==> src/rtl/mem_stage_sram_pkg.sv <==
// Shared types and constants for the memory stage that fronts a 16-bit external SRAM.
package mem_stage_sram_pkg;

    localparam int SRAM_DATA_W = 16;

    typedef enum logic [1:0] {
        IDLE = 2'd0,
        LOW  = 2'd1,
        HIGH = 2'd2,
        DONE = 2'd3
    } state_e;

endpackage

==> src/rtl/mem_stage_sram_register.sv <==
// Generic holding register with synchronous active-high clear and load enable.
module register #(
    parameter int WIDTH = 32
) (
    input  logic             clk,
    input  logic             rst,
    input  logic             en,
    input  logic [WIDTH-1:0] d,
    output logic [WIDTH-1:0] q
);

    // Clear on reset, otherwise load when enabled.
    always_ff @(posedge clk) begin
        if (rst) begin
            q <= {WIDTH{1'b0}};
        end else if (en) begin
            q <= d;
        end
    end

endmodule

==> src/rtl/mem_stage_sram.sv <==
// Memory stage: splits a 32-bit load/store into two 16-bit SRAM accesses and
// stalls the pipeline through ready while the access is in flight.
module mem_stage_sram
    import mem_stage_sram_pkg::*;
#(
    parameter int ADDR_BASE = 1024,
    parameter int SRAM_AW   = 18,
    parameter int WAIT      = 1
) (
    input  logic                   clk,
    input  logic                   rst,
    input  logic                   MEM_R_EN,
    input  logic                   MEM_W_EN,
    input  logic [31:0]            ALU_result,
    input  logic [31:0]            Val_Rm,
    output logic                   ready,
    output logic [31:0]            mem_result,
    output logic [SRAM_AW-1:0]     sram_addr,
    output logic [SRAM_DATA_W-1:0] sram_dq_out,
    output logic                   sram_dq_oe,
    input  logic [SRAM_DATA_W-1:0] sram_dq_in,
    output logic                   sram_we_n,
    output logic                   sram_oe_n
);

    localparam int          IDX_W  = SRAM_AW - 1;
    localparam logic [2:0]  WAIT_C = 3'(WAIT);
    localparam logic [31:0] BASE_C = 32'(ADDR_BASE);

    state_e                 state_r;
    state_e                 state_nxt_s;
    logic [2:0]             wait_cnt_r;
    logic [2:0]             wait_cnt_nxt_s;
    logic                   is_store_r;
    logic                   op_store_nxt_s;
    logic                   req_s;
    logic                   last_s;
    logic                   start_s;
    logic                   low_done_s;
    logic                   high_done_s;
    logic                   active_nxt_s;
    logic [IDX_W-1:0]       idx_s;
    logic [SRAM_DATA_W-1:0] wdata_hi_r;
    logic                   addr_en_s;
    logic [SRAM_AW-1:0]     addr_d_s;
    logic                   dq_en_s;
    logic [SRAM_DATA_W-1:0] dq_d_s;
    logic                   res_en_s;
    logic [31:0]            res_d_s;

    assign req_s  = MEM_R_EN | MEM_W_EN;
    // Addresses outside the SRAM wrap; byte offset bits are dropped by the shift.
    assign idx_s  = IDX_W'((ALU_result - BASE_C) >> 2);
    assign last_s = (wait_cnt_r == WAIT_C);
    assign ready  = ((state_r == IDLE) & ~req_s) | (state_r == DONE);

    // Next-state and wait-counter logic for the two-half access sequence.
    always_comb begin
        state_nxt_s    = state_r;
        wait_cnt_nxt_s = 3'd0;
        start_s        = 1'b0;
        low_done_s     = 1'b0;
        high_done_s    = 1'b0;
        case (state_r)
            IDLE: begin
                if (req_s) begin
                    state_nxt_s = LOW;
                    start_s     = 1'b1;
                end else begin
                    state_nxt_s = IDLE;
                end
            end
            LOW: begin
                if (last_s) begin
                    state_nxt_s = HIGH;
                    low_done_s  = 1'b1;
                end else begin
                    wait_cnt_nxt_s = wait_cnt_r + 3'd1;
                end
            end
            HIGH: begin
                if (last_s) begin
                    state_nxt_s = DONE;
                    high_done_s = 1'b1;
                end else begin
                    wait_cnt_nxt_s = wait_cnt_r + 3'd1;
                end
            end
            DONE: begin
                state_nxt_s = IDLE;
            end
            default: begin
                state_nxt_s = IDLE;
            end
        endcase
    end

    // A store wins over a load when both are requested together.
    assign op_store_nxt_s = start_s ? MEM_W_EN : is_store_r;
    assign active_nxt_s   = (state_nxt_s == LOW) | (state_nxt_s == HIGH);

    // FSM state, wait counter and latched operation.
    always_ff @(posedge clk) begin
        if (rst) begin
            state_r    <= IDLE;
            wait_cnt_r <= 3'd0;
            is_store_r <= 1'b0;
        end else begin
            state_r    <= state_nxt_s;
            wait_cnt_r <= wait_cnt_nxt_s;
            is_store_r <= op_store_nxt_s;
        end
    end

    // Strobes are precomputed from the next state so the pins come straight off flops.
    always_ff @(posedge clk) begin
        if (rst) begin
            sram_we_n  <= 1'b1;
            sram_oe_n  <= 1'b1;
            sram_dq_oe <= 1'b0;
        end else begin
            sram_we_n  <= ~(active_nxt_s & op_store_nxt_s);
            sram_oe_n  <= ~(active_nxt_s & ~op_store_nxt_s);
            sram_dq_oe <= active_nxt_s & op_store_nxt_s;
        end
    end

    // The high-half address is the low-half address with bit 0 set.
    assign addr_en_s = start_s | low_done_s;
    assign addr_d_s  = start_s ? {idx_s, 1'b0} : {sram_addr[SRAM_AW-1:1], 1'b1};
    assign dq_en_s   = (start_s & MEM_W_EN) | (low_done_s & is_store_r);
    assign dq_d_s    = start_s ? Val_Rm[15:0] : wdata_hi_r;
    assign res_en_s  = (low_done_s | high_done_s) & ~is_store_r;
    assign res_d_s   = low_done_s ? {mem_result[31:16], sram_dq_in}
                                  : {sram_dq_in, mem_result[15:0]};

    register #(.WIDTH(SRAM_AW)) u_addr_reg (
        .clk (clk),
        .rst (rst),
        .en  (addr_en_s),
        .d   (addr_d_s),
        .q   (sram_addr)
    );

    register #(.WIDTH(SRAM_DATA_W)) u_wdata_hi_reg (
        .clk (clk),
        .rst (rst),
        .en  (start_s & MEM_W_EN),
        .d   (Val_Rm[31:16]),
        .q   (wdata_hi_r)
    );

    register #(.WIDTH(SRAM_DATA_W)) u_dq_out_reg (
        .clk (clk),
        .rst (rst),
        .en  (dq_en_s),
        .d   (dq_d_s),
        .q   (sram_dq_out)
    );

    register #(.WIDTH(32)) u_result_reg (
        .clk (clk),
        .rst (rst),
        .en  (res_en_s),
        .d   (res_d_s),
        .q   (mem_result)
    );

endmodule

==> config.mk <==
export PLATFORM = sky130hd
export DESIGN_NAME = mem_stage_sram
export DESIGN_NICKNAME = d
export VERILOG_FILES = /design/src/rtl/mem_stage_sram_pkg.sv /design/src/rtl/mem_stage_sram_register.sv /design/src/rtl/mem_stage_sram.sv
export SDC_FILE = /design/constraint.sdc
export NUM_CORES = 1
export LEC_CHECK = 0
export CAP_MARGIN = 30
export CORE_MARGIN = 2
export CORE_UTILIZATION = 35
export DETAILED_ROUTE_END_ITERATION = 10
export PLACE_DENSITY = 0.71
export SYNTH_ARGS = -nofsm -noshare
export SYNTH_HDL_FRONTEND = slang
export SYNTH_SLANG_ARGS = --single-unit
==> constraint.sdc <==
create_clock -name clk -period 2 [get_ports clk]
set_clock_uncertainty 0.1 [all_clocks]
set_input_delay 0.4 -clock clk [delete_from_list [all_inputs] [get_ports clk]]
set_output_delay 0.4 -clock clk [all_outputs]
set_load 0.01 [all_outputs]
==> results.yml <==
synth:
  yosys.area_share.xor_xnor: 0.0170
  synth_top_family_by_area: "simple AND/OR/NAND/NOR gates"
  synthFlopType: "dfxtp_1"
  synth_edf_count: 0
  yosysSeqAreaShare: 0.504
  ys_ff_latch: 91
  yosys.area_share.simple: 0.245
  yosysWarningCount: 0
  synthAdderAreaFrac: 0.0312
  avgSynthCellArea_um2: 8.15
  syn_inst: 443
  syn-cell-area_um2: 3610
  async_flop_share: 0
  synth_compound_area_frac: 0.155
  syn_nets: 536
  synth_mux_area_frac: 0.00277
  synthDistinctLibCells: 37
power_and_ir_drop:
  power.leakage_nw: 2.01
  ir_worst_vdd_mv: 0.408
  design_power_total_mw: 4.09
  p_per_area_nw_per_um2: 740
finish:
  utilization: 0.543
  n_fill_cell: 982
  multi_input_area_um2: 1650
  diodes: 0
  register_area_um2: 1830
  syn_to_final_growth_pct: 53.1
  layout_commonest_cell: "nand2_1"
  nets: 682
  final_cell_mix: "nand2_1 (148), clkdlybuf4s50_1 (136), dfxtp_1 (89)"
  drive_above_1_share: 0.101
  final_cells: 730
die:
  die_w_um: 106
  start_util: 0.355
  die_area_um2: 11100
  die-height_um: 106
  pin_count: 154
  fp.coreArea_um2: 10200
  rows: 37
clock_network:
  postCtsResizedCells: 3
  cts_buffers: 9
  clock_latency_ns: 0.34
  hold_buffers: 0
  cts-htree-levels: 3
  post_cts_buffers: 0
  clk_pin_slew_ns: 0.09
  clk_path_buf_depth: 2
  tritoncts: "built"
  cts-root-buf: "clkbuf_8"
  clkSinkCount: 91
routing:
  num_vias: 3488
  first_pass_iters: 4
  drc: 0
  viasPerCell: 4.78
  ant_nets: 0
  wirelength_mm: 9.50
  dr.first_iter.drc_count: 130
  routedWlPerCell_um: 13.0
worst_setup_path:
  path_class: "reg2out"
  r2r-start: "state_r[1]"
  path_cells: "inv_1 > ha_2 > a21o_1 > dlygate4sd2_1"
  critPathCaptureType: "output pin"
  crit_slowest_cell: "dfxtp_4"
  cp_top_family: "flip-flops"
  rrSetupSlack_ns: 0.13
  critPathMaxFanout: 5
  max_stage_delay_ns: 0.38
  rr_worst_depth: 8
  arrival_ns: 1.40
  worstSetupStartpointType: "register"
  timing.rr.end: "u_dq_out_reg.q[0]"
  path_buf_inv: 2
  required_ns: 1.50
worst_hold_path:
  whs_endpoint: "u_result_reg.q[3]"
  holdPathStages: 2
  hold_start: "u_result_reg.q[3]"
  min_path_type: "reg2reg"
placement:
  dpl.hpwl_mm: 7.00
  port_buffers: 138
  dp_slack_ns: -0.105
  place_congestion: 0.862
  dp_cells: 714
grt:
  grt_max_degree: 39
  grt_pass1_vias: 3327
  antenna_found_initial: 0
  grt_overflow_total: 0
  grt_pass1_wl_mm: 15.6
  grtUsageTotal: 0.173
timing:
  period_minus_slack_ns: 1.90
  fmax_mhz: 526
  setup_viol: 0
  slew_headroom: 0.654
  finalMaxSlewViolations: 0
  setup_slack_ns: 0.100
  hold_viol: 0
  worst_pin_slew_ns: 0.519
  finalCritPeriodShare: 0.950
job:
  drv_cap: 0
run_status:
  outcome: "complete, no violations"
-- cell families after synthesis --
| logic type | count (synthesis) |
|---|---|
| compound gates | 91 |
| xor+xnor | 7 |
| buf+inv | 37 |
| fa+ha+maj | 9 |
| simple gates | 207 |
| flops | 91 |
| mux | 1 |
-- power breakdown --
group / internal [mW] / switching [mW] / total, mW / leakage (nW)
sequential: 1.91 / 0.0524 / 1.96 / 0.746
clock: 0.727 / 0.679 / 1.41 / 0.116
combinational: 0.393 / 0.329 / 0.722 / 1.15
total: 3.03 / 1.06 / 4.09 / 2.01
-- final cells by class --
cell class                 count  area share
tap                          136      0.0308
clock buffer                   9      0.0224
clock inverter                 7      0.0188
sequential                    91       0.331
inverter                       7     0.00475
timing repair buffer         165       0.294
multi-input combinational    315       0.298
-- worst max path at each step --
stage | startpoint | to | slack, ns | depth (start not counted)
floorplan | state_r[1] | u_result_reg.q[17] | 0.07 | 8
global placement | MEM_R_EN | ready | -0.12 | 4
detailed placement | MEM_R_EN | ready | -0.10 | 4
CTS | state_r[0] | ready | 0.005 | 4
global route | state_r[1] | u_dq_out_reg.q[12] | -0.01 | 8
finish | state_r[1] | ready | 0.10 | 4
-- flip-flops by register name, summed over array words and instances (netlist names), 2 cells and up --
name	cells
u_result_reg.q	32
u_wdata_hi_reg.q	16
u_dq_out_reg.q	16
u_addr_reg.q	18
state_r	2
wait_cnt_r	3
-- Yosys cell counts, drive strengths merged, types with 2 or more instances --
master	count	area, um^2
nor4b	2	32.5
dfxtp	91	1820
nand2	148	556
a21oi	60	300
inv	7	26.3
or4	2	18.8
a211oi	9	77.6
nand3	2	10.0
ha	9	113
buf	8	52.6
nand3b	2	15.0
o21ai	3	18.8
nor4	2	25.0
nor2b	2	12.5
nor3	5	25.0
xnor2	6	52.6
nor3b	3	27.5
a311oi	16	140
clkbuf	22	82.6
nor2	34	128
-- metal layers --
metal	GRT usage	vias to the layer above	wire length, um
li1	-	1764	-
met1	0.206	1581	4040
met2	0.290	123	4520
met3	0.0538	20	713
met4	0.0667	0	225
met5	0	-	0
-- stage by stage --
stage          hold slack [ns]  setup TNS, ns  area (um^2)
2_1_floorplan            0.321              0         3610
3_3_place_gp             0.333         -0.230         5290
3_5_place_dp             0.348         -0.270         5290
4_1_cts                  0.360              0         5520
5_1_grt                  0.382        -0.0177         5530
6_report                 0.354              0         5530
-- worst register-to-register path: stages (launching register included) --
cell      delay [ns]
dfxtp_4         0.37
inv_1           0.10
ha_2            0.26
buf_4           0.15
nand2_1         0.06
o21ai_2         0.19
buf_12          0.21
nor2_1          0.06
a311oi_1        0.26
Note: power is estimated with default switching activity, not from simulation.
